`src/rtl/conv_pkg.sv`:
```
// Shared widths for the convolution MAC engine.
package conv_pkg;
    localparam int PIX_W  = 8;
    localparam int COEF_W = 8;
    localparam int PROD_W = 17;
    localparam int ACC_W  = 24;
    localparam int ADDR_W = 16;
    localparam int OUT_W  = 8;
endpackage

```
`src/rtl/conv_sat.sv`:
```
// Final shift and saturation of a window sum.
// CONV_RELU_EN selects unsigned [0,255] clamping; otherwise signed [-128,127].
module conv_sat
    import conv_pkg::*;
#(
    parameter int SHIFT = 0
) (
    input  logic signed [ACC_W-1:0] sum,
    output logic [OUT_W-1:0]        value,
    output logic                    sat
);
    logic signed [ACC_W-1:0] shifted;

    assign shifted = sum >>> SHIFT;

`ifdef CONV_RELU_EN
    localparam logic signed [ACC_W-1:0] HI = ACC_W'(255);
    localparam logic signed [ACC_W-1:0] LO = ACC_W'(0);

    always_comb begin
        value = shifted[OUT_W-1:0];
        sat   = 1'b0;
        if (shifted < LO) begin
            value = '0;
            sat   = 1'b1;
        end else if (shifted > HI) begin
            value = '1;
            sat   = 1'b1;
        end
    end
`else
    localparam logic signed [ACC_W-1:0] HI = ACC_W'(127);
    localparam logic signed [ACC_W-1:0] LO = ACC_W'(-128);

    always_comb begin
        value = shifted[OUT_W-1:0];
        sat   = 1'b0;
        if (shifted < LO) begin
            value = 8'h80;
            sat   = 1'b1;
        end else if (shifted > HI) begin
            value = 8'h7F;
            sat   = 1'b1;
        end
    end
`endif
endmodule

```
`src/rtl/conv_mac_engine.sv`:
```
// Streaming KER_SIZE x KER_SIZE multiply-accumulate with a one-deep output register.
// Output clamping mode is chosen in conv_sat by CONV_RELU_EN.
module conv_mac_engine
    import conv_pkg::*;
#(
    parameter int KER_SIZE = 3,
    parameter int SHIFT    = 0
) (
    input  logic              clk,
    input  logic              rst,
    input  logic              in_valid,
    output logic              in_ready,
    input  logic [PIX_W-1:0]  pix,
    input  logic [COEF_W-1:0] coef,
    input  logic [ADDR_W-1:0] in_addr,
    output logic              out_valid,
    input  logic              out_ready,
    output logic [OUT_W-1:0]  out_pix,
    output logic [ADDR_W-1:0] out_addr,
    output logic              ovf,
    output logic [15:0]       out_cnt
);
    localparam int TAPS  = KER_SIZE * KER_SIZE;
    localparam int TAP_W = (TAPS > 1) ? $clog2(TAPS) : 1;
    localparam logic [TAP_W-1:0] LAST = TAP_W'(TAPS - 1);

    logic [TAP_W-1:0]         tap;
    logic signed [ACC_W-1:0]  acc;
    logic [ADDR_W-1:0]        win_addr;
    logic signed [PROD_W-1:0] prod;
    logic signed [ACC_W-1:0]  sum;
    logic [OUT_W-1:0]         sat_val;
    logic                     sat_flag;
    logic                     is_last, accept, load, handshake;

    // Pixel is unsigned, so widen with a zero MSB before the signed multiply.
    assign prod      = PROD_W'($signed({1'b0, pix})) * PROD_W'($signed(coef));
    assign sum       = acc + ACC_W'(prod);
    assign is_last   = (tap == LAST);
    assign in_ready  = !rst && !(is_last && out_valid && !out_ready);
    assign accept    = in_valid && in_ready;
    assign load      = accept && is_last;
    assign handshake = out_valid && out_ready;

    conv_sat #(.SHIFT(SHIFT)) u_sat (
        .sum   (sum),
        .value (sat_val),
        .sat   (sat_flag)
    );

    always_ff @(posedge clk) begin
        if (rst) begin
            tap       <= '0;
            acc       <= '0;
            win_addr  <= '0;
            out_valid <= 1'b0;
            out_pix   <= '0;
            out_addr  <= '0;
            ovf       <= 1'b0;
            out_cnt   <= '0;
        end else begin
            if (accept) begin
                if (tap == '0) win_addr <= in_addr;
                if (is_last) begin
                    tap <= '0;
                    acc <= '0;
                end else begin
                    tap <= tap + 1'b1;
                    acc <= sum;
                end
            end
            // A load in the handshake cycle replaces the departing result.
            if (load) begin
                out_pix   <= sat_val;
                out_addr  <= (tap == '0) ? in_addr : win_addr;
                ovf       <= ovf | sat_flag;
                out_valid <= 1'b1;
            end else if (handshake) begin
                out_valid <= 1'b0;
            end
            if (handshake) out_cnt <= out_cnt + 16'd1;
        end
    end
endmodule

```
`config.mk`:
```
export PLATFORM = sky130hd
export DESIGN_NAME = conv_mac_engine
export DESIGN_NICKNAME = d
export VERILOG_FILES = /design/src/rtl/conv_pkg.sv /design/src/rtl/conv_sat.sv /design/src/rtl/conv_mac_engine.sv
export SDC_FILE = /design/constraint.sdc
export NUM_CORES = 1
export LEC_CHECK = 0
export CAP_MARGIN = 30
export CELL_PAD_IN_SITES_DETAIL_PLACEMENT = 0
export CELL_PAD_IN_SITES_GLOBAL_PLACEMENT = 1
export CORE_ASPECT_RATIO = 1.1
export CORE_MARGIN = 1
export CORE_UTILIZATION = 44
export CTS_BUF_LIST = sky130_fd_sc_hd__clkbuf_2 sky130_fd_sc_hd__clkbuf_4 sky130_fd_sc_hd__clkbuf_8
export DETAILED_ROUTE_END_ITERATION = 8
export PLACE_DENSITY = 0.86
export SLEW_MARGIN = 40
export SYNTH_ARGS = -nofsm -noshare
export SYNTH_HDL_FRONTEND = slang
export SYNTH_SLANG_ARGS = --single-unit
```
`constraint.sdc`:
```
create_clock -name clk -period 7.68 [get_ports clk]
set_input_delay 1.152 -clock clk [delete_from_list [all_inputs] [get_ports clk]]
set_output_delay 1.152 -clock clk [all_outputs]
set_load 0.05 [all_outputs]
```
== Word-level counts from Yosys, hierarchy flattened ==
Index checks and enable logic that the tools add are counted.

* Register bits: 86
* Input port bits: 36
* Output and inout bits: 43
* Logic and storage cells: 36

* $add $sub $neg: 3
* Multipliers: 1
* Magnitude comparators: 2
* Equal/unequal tests: 1
* Multiplexer cells: 9
* Bitwise logic cells: 1
* Reduce and logical (&&, ||, !) cells: 11

{| class="wikitable"
|+ Operators with widths
! cell !! count
|-
| adder 24 x 17 -> 24 bit || 1
|-
| > comparator 24 x 8 -> 1 bit, second input constant || 1
|-
| < comparator 24 x 8 -> 1 bit, second input constant || 1
|-
| 2-to-1 mux 24 bit || 1
|-
| multiplier 9 x 8 -> 17 bit || 1
|-
| adder 16 x 1 -> 16 bit, second input constant || 1
|-
| 2-to-1 mux 16 bit || 1
|-
| 2-to-1 mux 8 bit || 2
|-
| logical AND 1 bit || 6
|-
| adder 4 x 1 -> 4 bit, second input constant || 1
|-
| == test 4 bit, second input constant || 1
|-
| zero test 4 bit || 1
|-
| 2-to-1 mux 1 bit || 4
|-
| 2-to-1 mux 4 bit || 1
|-
| zero test 1 bit || 3
|-
| nonzero test 2 bit || 1
|-
| OR 1 bit || 1
|}

== Depth between registers and ports, before layout ==
Gate-level depths: netlist (run 1).

* Word-level depth: 8
* Mapped depth: 21

== By module ==
A second synthesis (run 1) with hierarchy kept.

* Cells, all modules: 738
* Area, all modules: 6528.8 um^2

{| class="wikitable"
|+ By module, submodules not included
! module !! instances !! cells an instance !! area each (um^2) !! sequential area each (um^2)
|-
| conv_mac_engine || 1 || 718 || 6357.3 || 1721.7
|-
| conv_sat || 1 || 20 || 171.4 || 0.0
|}

== Worst setup path after synthesis (run 1) ==
No wires, ideal clock.

* Path type: input -> register
* Start point: in coef[1]
* End point: reg ovf
* Arrival time: 6.018 ns
* Required time: 7.542 ns
* Setup slack: 1.524 ns
* Cell stages on the path: 18
* Buffers on the path: 1
* Cells stage by stage: clkbuf_1 > nand2_1 > fa_1 > inv_1 > fa_1 > fa_1 > fa_1 > fa_1 > ha_1 > a21oi_1 > a21o_1 > a211o_1 > a21oi_2 > or3_1 > a211oi_1 > nand4_1 > nor3_1 > o32ai_1

* Cells in the longest elaborated chain, start to end: 6
* Elaborated cells between the ends (all ways): 7

{| class="wikitable"
|+ RTL lines
! item !! RTL line !! source
|-
| start: declaration || conv_mac_engine.sv:14 || <nowiki>input logic [COEF_W-1:0] coef,</nowiki>
|-
| multiplier 9 x 8 -> 17 bit (*) || conv_mac_engine.sv:37 || <nowiki>assign prod = PROD_W'($signed({1'b0, pix})) * PROD_W'($signed(coef));</nowiki>
|-
| adder 24 x 17 -> 24 bit (*) || conv_mac_engine.sv:38 || <nowiki>assign sum = acc + ACC_W'(prod);</nowiki>
|-
| > comparator 24 x 8 -> 1 bit || conv_sat.sv:41 || <nowiki>end else if (shifted > HI) begin</nowiki>
|-
| 2-to-1 mux 1 bit || conv_sat.sv:41 ||
|-
| 2-to-1 mux 1 bit (*) || conv_sat.sv:38 || <nowiki>if (shifted < LO) begin</nowiki>
|-
| OR 1 bit (*) || conv_mac_engine.sv:76 || <nowiki>ovf <= ovf | sat_flag;</nowiki>
|-
| end signal: assignment || conv_mac_engine.sv:76 ||
|-
| end: declaration || conv_mac_engine.sv:20 || <nowiki>output logic ovf,</nowiki>
|}

Every way passes the cells marked *; elsewhere a longest branch is shown, timed or not.
A chain may end at the register's enable or synchronous reset.

== Final worst setup path (run 1) ==
* Start point: in pix[0]
* End point: reg out_pix[4]

* Cells in the longest elaborated chain, start to end: 5
* Elaborated cells between the ends (all ways): 6

{| class="wikitable"
|+ RTL lines
! item !! RTL line !! source
|-
| start: declaration || conv_mac_engine.sv:13 || <nowiki>input logic [PIX_W-1:0] pix,</nowiki>
|-
| multiplier 9 x 8 -> 17 bit (*) || conv_mac_engine.sv:37 ||
|-
| adder 24 x 17 -> 24 bit (*) || conv_mac_engine.sv:38 ||
|-
| > comparator 24 x 8 -> 1 bit || conv_sat.sv:41 ||
|-
| 2-to-1 mux 8 bit || conv_sat.sv:41 ||
|-
| 2-to-1 mux 8 bit (*) || conv_sat.sv:38 ||
|-
| end signal: assignment || conv_mac_engine.sv:74 || <nowiki>out_pix <= sat_val;</nowiki>
|-
| end: declaration || conv_mac_engine.sv:18 || <nowiki>output logic [OUT_W-1:0] out_pix,</nowiki>
|}

Marks and branches as above.

==> flow_metrics.env, run 1 <==
export IMPL_cts_buffers=9
export IMPL_synthTopCellsByArea="dfxtp_1 (26%), fa_1 (15%), ha_1 (15%)"
export IMPL_path_max_fanout=8
export IMPL_post_route_drc_count=0
export IMPL_required_ns=7.92
export IMPL_fmax_mhz=149
export IMPL_ctsLongestPathBuffers=2
export IMPL_dieWidth_um=119
export IMPL_worstHoldStart="out_addr[2]$_SDFFE_PP0P_"
export IMPL_timing_rr_start="acc[4]$_SDFFE_PP0P_"
export IMPL_synth_compound_area_share_pct=12.8
export IMPL_pre_cts_slack_ns=0.585
export IMPL_core_rowCount=46
export IMPL_skew_ns=0.0207
export IMPL_arrival_ns=6.94
export IMPL_p_leak_nw=3.42
export IMPL_postCtsSetupRepairBufs=0
export IMPL_synth_top_family_by_area="adder cells"
export IMPL_power_density_nw_per_um2=324
export IMPL_setup_violations=0
export IMPL_grt_use_total_pct=20.7
export IMPL_netlist_area_leader_share_pct=25.8
export IMPL_cts_hold_buf=0
export IMPL_via_count=5384
export IMPL_die_h_um=131
export IMPL_cts_sinks=86
export IMPL_synth_area_mux_share_pct=0.601
export IMPL_synthSimpleGateAreaFrac_pct=19.5
export IMPL_ioPinCount=79
export IMPL_hold_viol=0
export IMPL_post_drt_via_cell_ratio=5.22
export IMPL_area_delta_synth_final_pct=17.6
export IMPL_setup_tns_ns=0
export IMPL_rsz0062_at_grt="false"
export IMPL_finalCoreUtilization_pct=53.6
export IMPL_synth_cell_area_sq_um=6660
export IMPL_grt_antenna_before_repair=0
export IMPL_syn_avg_cell_area_sq_um=8.66
export IMPL_drt_iter0_markers=221
export IMPL_synth_fp_nets=935
export IMPL_wirelength_um=15500
export IMPL_period_share_pct=87.2
export IMPL_cts_tree="yes"
export IMPL_cp_start_kind="input pin"
export IMPL_coreArea_sq_um=14600
export IMPL_yosysSeqAreaShare_pct=25.8
export IMPL_die_area_sq_um=15600
export IMPL_maxSlewHeadroom_pct=51.5
export IMPL_synth_xor_area_share_pct=5.22
export IMPL_synth_edff_count=0
export IMPL_dp_hpwl_um=11800
export IMPL_criticalPathCategory="in2reg"
export IMPL_synth_cells=769
export IMPL_yosysWarnings=0
export IMPL_insertion_delay_ns=0.37
export IMPL_cts_resized_gates=0
export IMPL_numPortBuffers=78
export IMPL_endpoint_kind="register"
export IMPL_final_nets=1000
export IMPL_h_tree_depth=3
export IMPL_synth_seq_cells=86
export IMPL_diodes=0
export IMPL_fin_ws_ns=0.982
export IMPL_ir_drop_mv=0.213
export IMPL_ys_flop_type="dfxtp_1"
export IMPL_wl_per_cell_um=15.0
export IMPL_grt_overflow=0
export IMPL_drtPass1Iterations=4
export IMPL_drtAntennaViolNets=0
export IMPL_clkTransAtPathRegs_ns=0.10
export IMPL_gp_congestion=0.910
export IMPL_synth_adder_area_share_pct=30.2
export IMPL_synth_distinct_cells=59
export IMPL_start_util_pct=45.6
export IMPL_grt_max_degree=82
export IMPL_tightest_slew_ns=0.725
export IMPL_grt_pass1_vias=5522
export IMPL_period_minus_slack_ns=6.70
export IMPL_status="finished, final reports clean"
export IMPL_grt_pass1_wl_um=26000
export IMPL_finalMaxSlewViolations=0
export IMPL_synth_top_cell_by_area="dfxtp_1"
export IMPL_async_flop_share_pct=0
export IMPL_hold_path_class="reg2reg"
export IMPL_drv_cap=0
export IMPL_clockRootBuffer="clkbuf_8"
export IMPL_startpoint="pix[0]"
export IMPL_final_layout_size_suffix_gt1_share_pct=4.77
## layer usage
layer	routed length, um	up-vias	GRT usage, %
li1	-	2685	-
met1	6870	2584	25.3
met2	7770	103	36.4
met3	640	12	4.28
met4	181	0	7.57
met5	0	-	0
## worst paths after layout
path                               to  slack, ns  depth (start not counted)
min reg2reg  out_addr[2]$_SDFFE_PP0P_       0.46                          2
min          out_addr[2]$_SDFFE_PP0P_       0.46                          2
max           out_pix[4]$_SDFFE_PP0P_       0.98                         18
max reg2reg   out_pix[4]$_SDFFE_PP0P_       2.33                         20
## per-stage QoR
stage,total power (W),area [sq um],cells,hold WS (ns)
floorplan,0.00187,6660,769,0.432
CTS,0.00255,7810,1030,0.462
global placement,0.00216,7600,1014,0.439
detailed placement,0.00219,7600,1014,0.446
global route,0.00278,7830,1031,0.481
finish,0.00254,7830,1031,0.462
## final cells by class
cell class / count / area [sq um]
fill: 1384 / 6790
multi-input combinational: 581 / 4560
sequential: 86 / 1720
timing repair buffer: 84 / 833
inverter: 72 / 270
tap: 192 / 240
clock buffer: 9 / 124
clock inverter: 7 / 88.8
## kinds of logic after synthesis
kind of cell	after synthesis
AND/OR/NAND/NOR	280
buffers and inverters	102
multiplexers	4
flip-flops	86
adder cells (fa/ha/maj)	130
XOR/XNOR	38
AO/OA/AOI/OAI	129
## Yosys cell counts (all sizes together), types with 16 or more instances
cell type	number
xnor2	16
a22oi	19
fa	51
ha	79
nor2	57
inv	72
xor2	22
o21ai	26
and2	25
nand2	124
nand2b	20
dfxtp	86
clkbuf	21
a21oi	56
## worst max-delay path, stage by stage
cell             delay (ns)
clkdlybuf4s50_1        0.53
nand2b_1               0.23
fa_1                   0.53
fa_1                   0.55
inv_1                  0.06
fa_1                   0.52
fa_1                   0.58
fa_1                   0.43
ha_1                   0.36
a21oi_1                0.21
a21o_1                 0.19
a211o_1                0.23
a21oi_2                0.11
o41ai_1                0.42
xor2_1                 0.31
nor3_1                 0.10
a2bb2oi_2              0.30
a22oi_1                0.14
## flip-flops by register name, indices dropped and copies added (netlist names)
name / flops
acc: 24
out_pix: 8
out_cnt: 16
out_valid: 1
ovf: 1
win_addr: 16
tap: 4
out_addr: 16
## where the power goes
group	switching (W)	internal, W
sequential	0.0000256	0.000487
clock	0.000194	0.000159
combinational	0.00102	0.000656
## layout by cell type (no fill, tap or decap), types with 6 or more instances in the layout
cell,Yosys,final
clkdlybuf4s50_1,0,77
a22oi_1,19,19
nor3_1,9,9
a21oi_1,54,54
nor2_1,57,56
nand2_1,123,122
ha_1,79,79
clkbuf_8,0,9
fa_1,51,51
xor2_1,20,20
inv_1,72,72
dfxtp_1,86,86
o21ai_0,19,19
o21ai_1,6,6
nand2b_1,20,20
and3_1,7,7
xnor2_1,16,16
nand3_1,14,14
nand4_1,10,10
and2_1,25,25
(Power assumes the default switching activity.)
==> run 2: changes to the inputs <==
Settings changed: SLEW_MARGIN 40 to unset.
==> run 2 against run 1 <==
Final area is 0.69% lower. Clock skew is 0.0093 ns lower. Count of clock-buffer cells in the layout is 1 higher. Global-route usage is 0.26 points lower. Worst setup slack worse by 0.15 ns. Maximum frequency is 2.2% lower. Critical path depth stayed put. Combinational power hardly changed. Critical endpoint is now out_pix[5]$_SDFFE_PP0P_. First-iteration DRC count is 3.2% higher. Clock power is 15% lower. Sequential cell count stayed put.
==> flow_metrics.env, run 2 (synthesized netlist as in run 1, its figures left out) <==
export IMPL_status="finished, final reports clean"
export IMPL_reg2reg_slack_ns=2.25
export IMPL_drt_iter0_markers=228
export IMPL_die_h_um=131
export IMPL_cts_tree="yes"
export IMPL_fill_cells=1404
export IMPL_timing_rr_start="acc[6]$_SDFFE_PP0P_"
export IMPL_reg2reg_depth=17
export IMPL_dieWidth_um=119
export IMPL_tightest_slew_ns=0.816
export IMPL_cp_start_kind="input pin"
export IMPL_cts_sinks=86
export IMPL_clockRootBuffer="clkbuf_8"
export IMPL_reg2reg_to="out_pix[5]$_SDFFE_PP0P_"
export IMPL_die_area_sq_um=15600
export IMPL_clkTransAtPathRegs_ns=0.09
export IMPL_maxSlewHeadroom_pct=45.5
export IMPL_period_share_pct=89.1
export IMPL_power_density_nw_per_um2=321
export IMPL_cts_resized_gates=0
export IMPL_grt_pass1_vias=5509
export IMPL_drtAntennaViolNets=0
export IMPL_setup_violations=0
export IMPL_required_ns=7.91
export IMPL_wl_per_cell_um=14.9
export IMPL_h_tree_depth=3
export IMPL_cts_buffers=9
export IMPL_fmax_mhz=146
export IMPL_p_leak_nw=3.40
export IMPL_diodes=0
export IMPL_rsz0062_at_grt="false"
export IMPL_crit_top_cell="fa_1"
export IMPL_period_minus_slack_ns=6.85
export IMPL_drv_cap=0
export IMPL_dp_hpwl_um=11900
export IMPL_finalMaxSlewViolations=0
export IMPL_coreArea_sq_um=14600
export IMPL_hold_viol=0
export IMPL_slowest_stage="fa_1"
export IMPL_grt_antenna_before_repair=0
export IMPL_drtPass1Iterations=5
export IMPL_grt_pass1_wl_um=25800
export IMPL_grt_overflow=0
export IMPL_ctsLongestPathBuffers=2
export IMPL_final_layout_size_suffix_gt1_share_pct=4.53
export IMPL_crit_chain="clkdlybuf4s50_1, nand2b_1, fa_1, fa_1, inv_1, fa_1, fa_1, fa_1, ha_1, a21oi_1, a21o_1, a211o_1, a21oi_2, o41ai_1, xor2_1, nor3_1, a2bb2oi_2, a22oi_1"
export IMPL_slowest_delay_ns=0.58
export IMPL_final_seq_area_sq_um=1720
export IMPL_via_count=5452
export IMPL_post_drt_via_cell_ratio=5.29
export IMPL_layout_commonest_cell="nand2_1"
export IMPL_endpoint_kind="register"
export IMPL_largest_reg_flops=24
export IMPL_grt_max_degree=82
export IMPL_cts_hold_buf=0
export IMPL_ioPinCount=79
export IMPL_startpoint="pix[0]"
export IMPL_path_max_fanout=8
export IMPL_gp_congestion=0.910
export IMPL_setup_tns_ns=0
export IMPL_finalCoreUtilization_pct=53.2
export IMPL_post_route_drc_count=0
export IMPL_grt_use_total_pct=20.5
export IMPL_start_util_pct=45.6
export IMPL_arrival_ns=7.08
export IMPL_critPathCapture="out_pix[5]$_SDFFE_PP0P_"
export IMPL_ir_drop_mv=0.200
export IMPL_criticalPathCategory="in2reg"
export IMPL_insertion_delay_ns=0.36
export IMPL_wirelength_um=15400
export IMPL_final_cell_mix="nand2_1 (123), dfxtp_1 (86), ha_1 (79)"
export IMPL_core_rowCount=46
export IMPL_numPortBuffers=78
export IMPL_hold_path_class="reg2reg"
export IMPL_area_delta_synth_final_pct=16.8
export IMPL_final_nets=1000
export IMPL_largest_register="acc"
export IMPL_skew_ns=0.0114
export IMPL_postCtsSetupRepairBufs=0
export IMPL_multiInputGateArea_sq_um=4550
==> run 2: how the worst min path moves through the flow <==
stage,end,cells after the start,startpoint,slack (ns)
global placement,out_addr[9]$_SDFFE_PP0P_,2,win_addr[9]$_SDFFE_PP0P_,0.44
CTS,out_addr[0]$_SDFFE_PP0P_,2,win_addr[0]$_SDFFE_PP0P_,0.45
floorplan,acc[1]$_SDFFE_PP0P_,2,acc[1]$_SDFFE_PP0P_,0.43
global route,out_addr[12]$_SDFFE_PP0P_,2,win_addr[12]$_SDFFE_PP0P_,0.48
finish,out_addr[0]$_SDFFE_PP0P_,2,win_addr[0]$_SDFFE_PP0P_,0.45
detailed placement,out_addr[12]$_SDFFE_PP0P_,2,win_addr[12]$_SDFFE_PP0P_,0.44
==> run 2: final cells by class <==
class / count / share of cell area [%]
Multi-Input combinational cell: 581 / 58.5
Sequential cell: 86 / 22.1
Timing Repair Buffer: 84 / 10.6
Inverter: 72 / 3.47
Tap cell: 192 / 3.09
Clock buffer: 10 / 1.69
Clock inverter: 6 / 0.579
==> run 2: per-stage QoR <==
| step | instances | instance area [sq um] | setup slack (ns) | hold slack, ns | total power [W] |
|---|---|---|---|---|---|
| after floorplan | 769 | 6660 | 1.52 | 0.432 | 0.00187 |
| after global placement | 1014 | 7600 | 0.694 | 0.439 | 0.00216 |
| after detailed placement | 1015 | 7600 | 0.535 | 0.445 | 0.00219 |
| after CTS | 1031 | 7780 | 0.905 | 0.449 | 0.00251 |
| after global routing | 1031 | 7780 | 0.503 | 0.475 | 0.00274 |
| final | 1031 | 7780 | 0.835 | 0.452 | 0.00250 |
==> run 2: where the power goes <==
part	internal, W	leakage (nW)	total (W)	switching (W)
combinational	0.000656	2.62	0.00169	0.00103
sequential	0.000487	0.699	0.000513	0.0000258
clock	0.000124	0.0880	0.000299	0.000175
==> run 2: routing by layer <==
| metal | vias to the layer above | track usage, % | share of wire, % |
|---|---|---|---|
| li1 | 2682 | - | - |
| met4 | 0 | 6.47 | 1.9 |
| met1 | 2621 | 25.1 | 44 |
| met2 | 122 | 36.6 | 50 |
| met5 | - | 0 | 0 |
| met3 | 27 | 3.72 | 4.4 |
==> run 2: worst max-delay path: cells and delay by family <==
family / cells / cell delay, ns
AND/OR/NAND/NOR: 2 / 0.36
buffers and inverters: 2 / 0.61
AO/OA/AOI/OAI: 7 / 1.63
XOR/XNOR: 1 / 0.32
adder cells (fa/ha/maj): 6 / 3.00
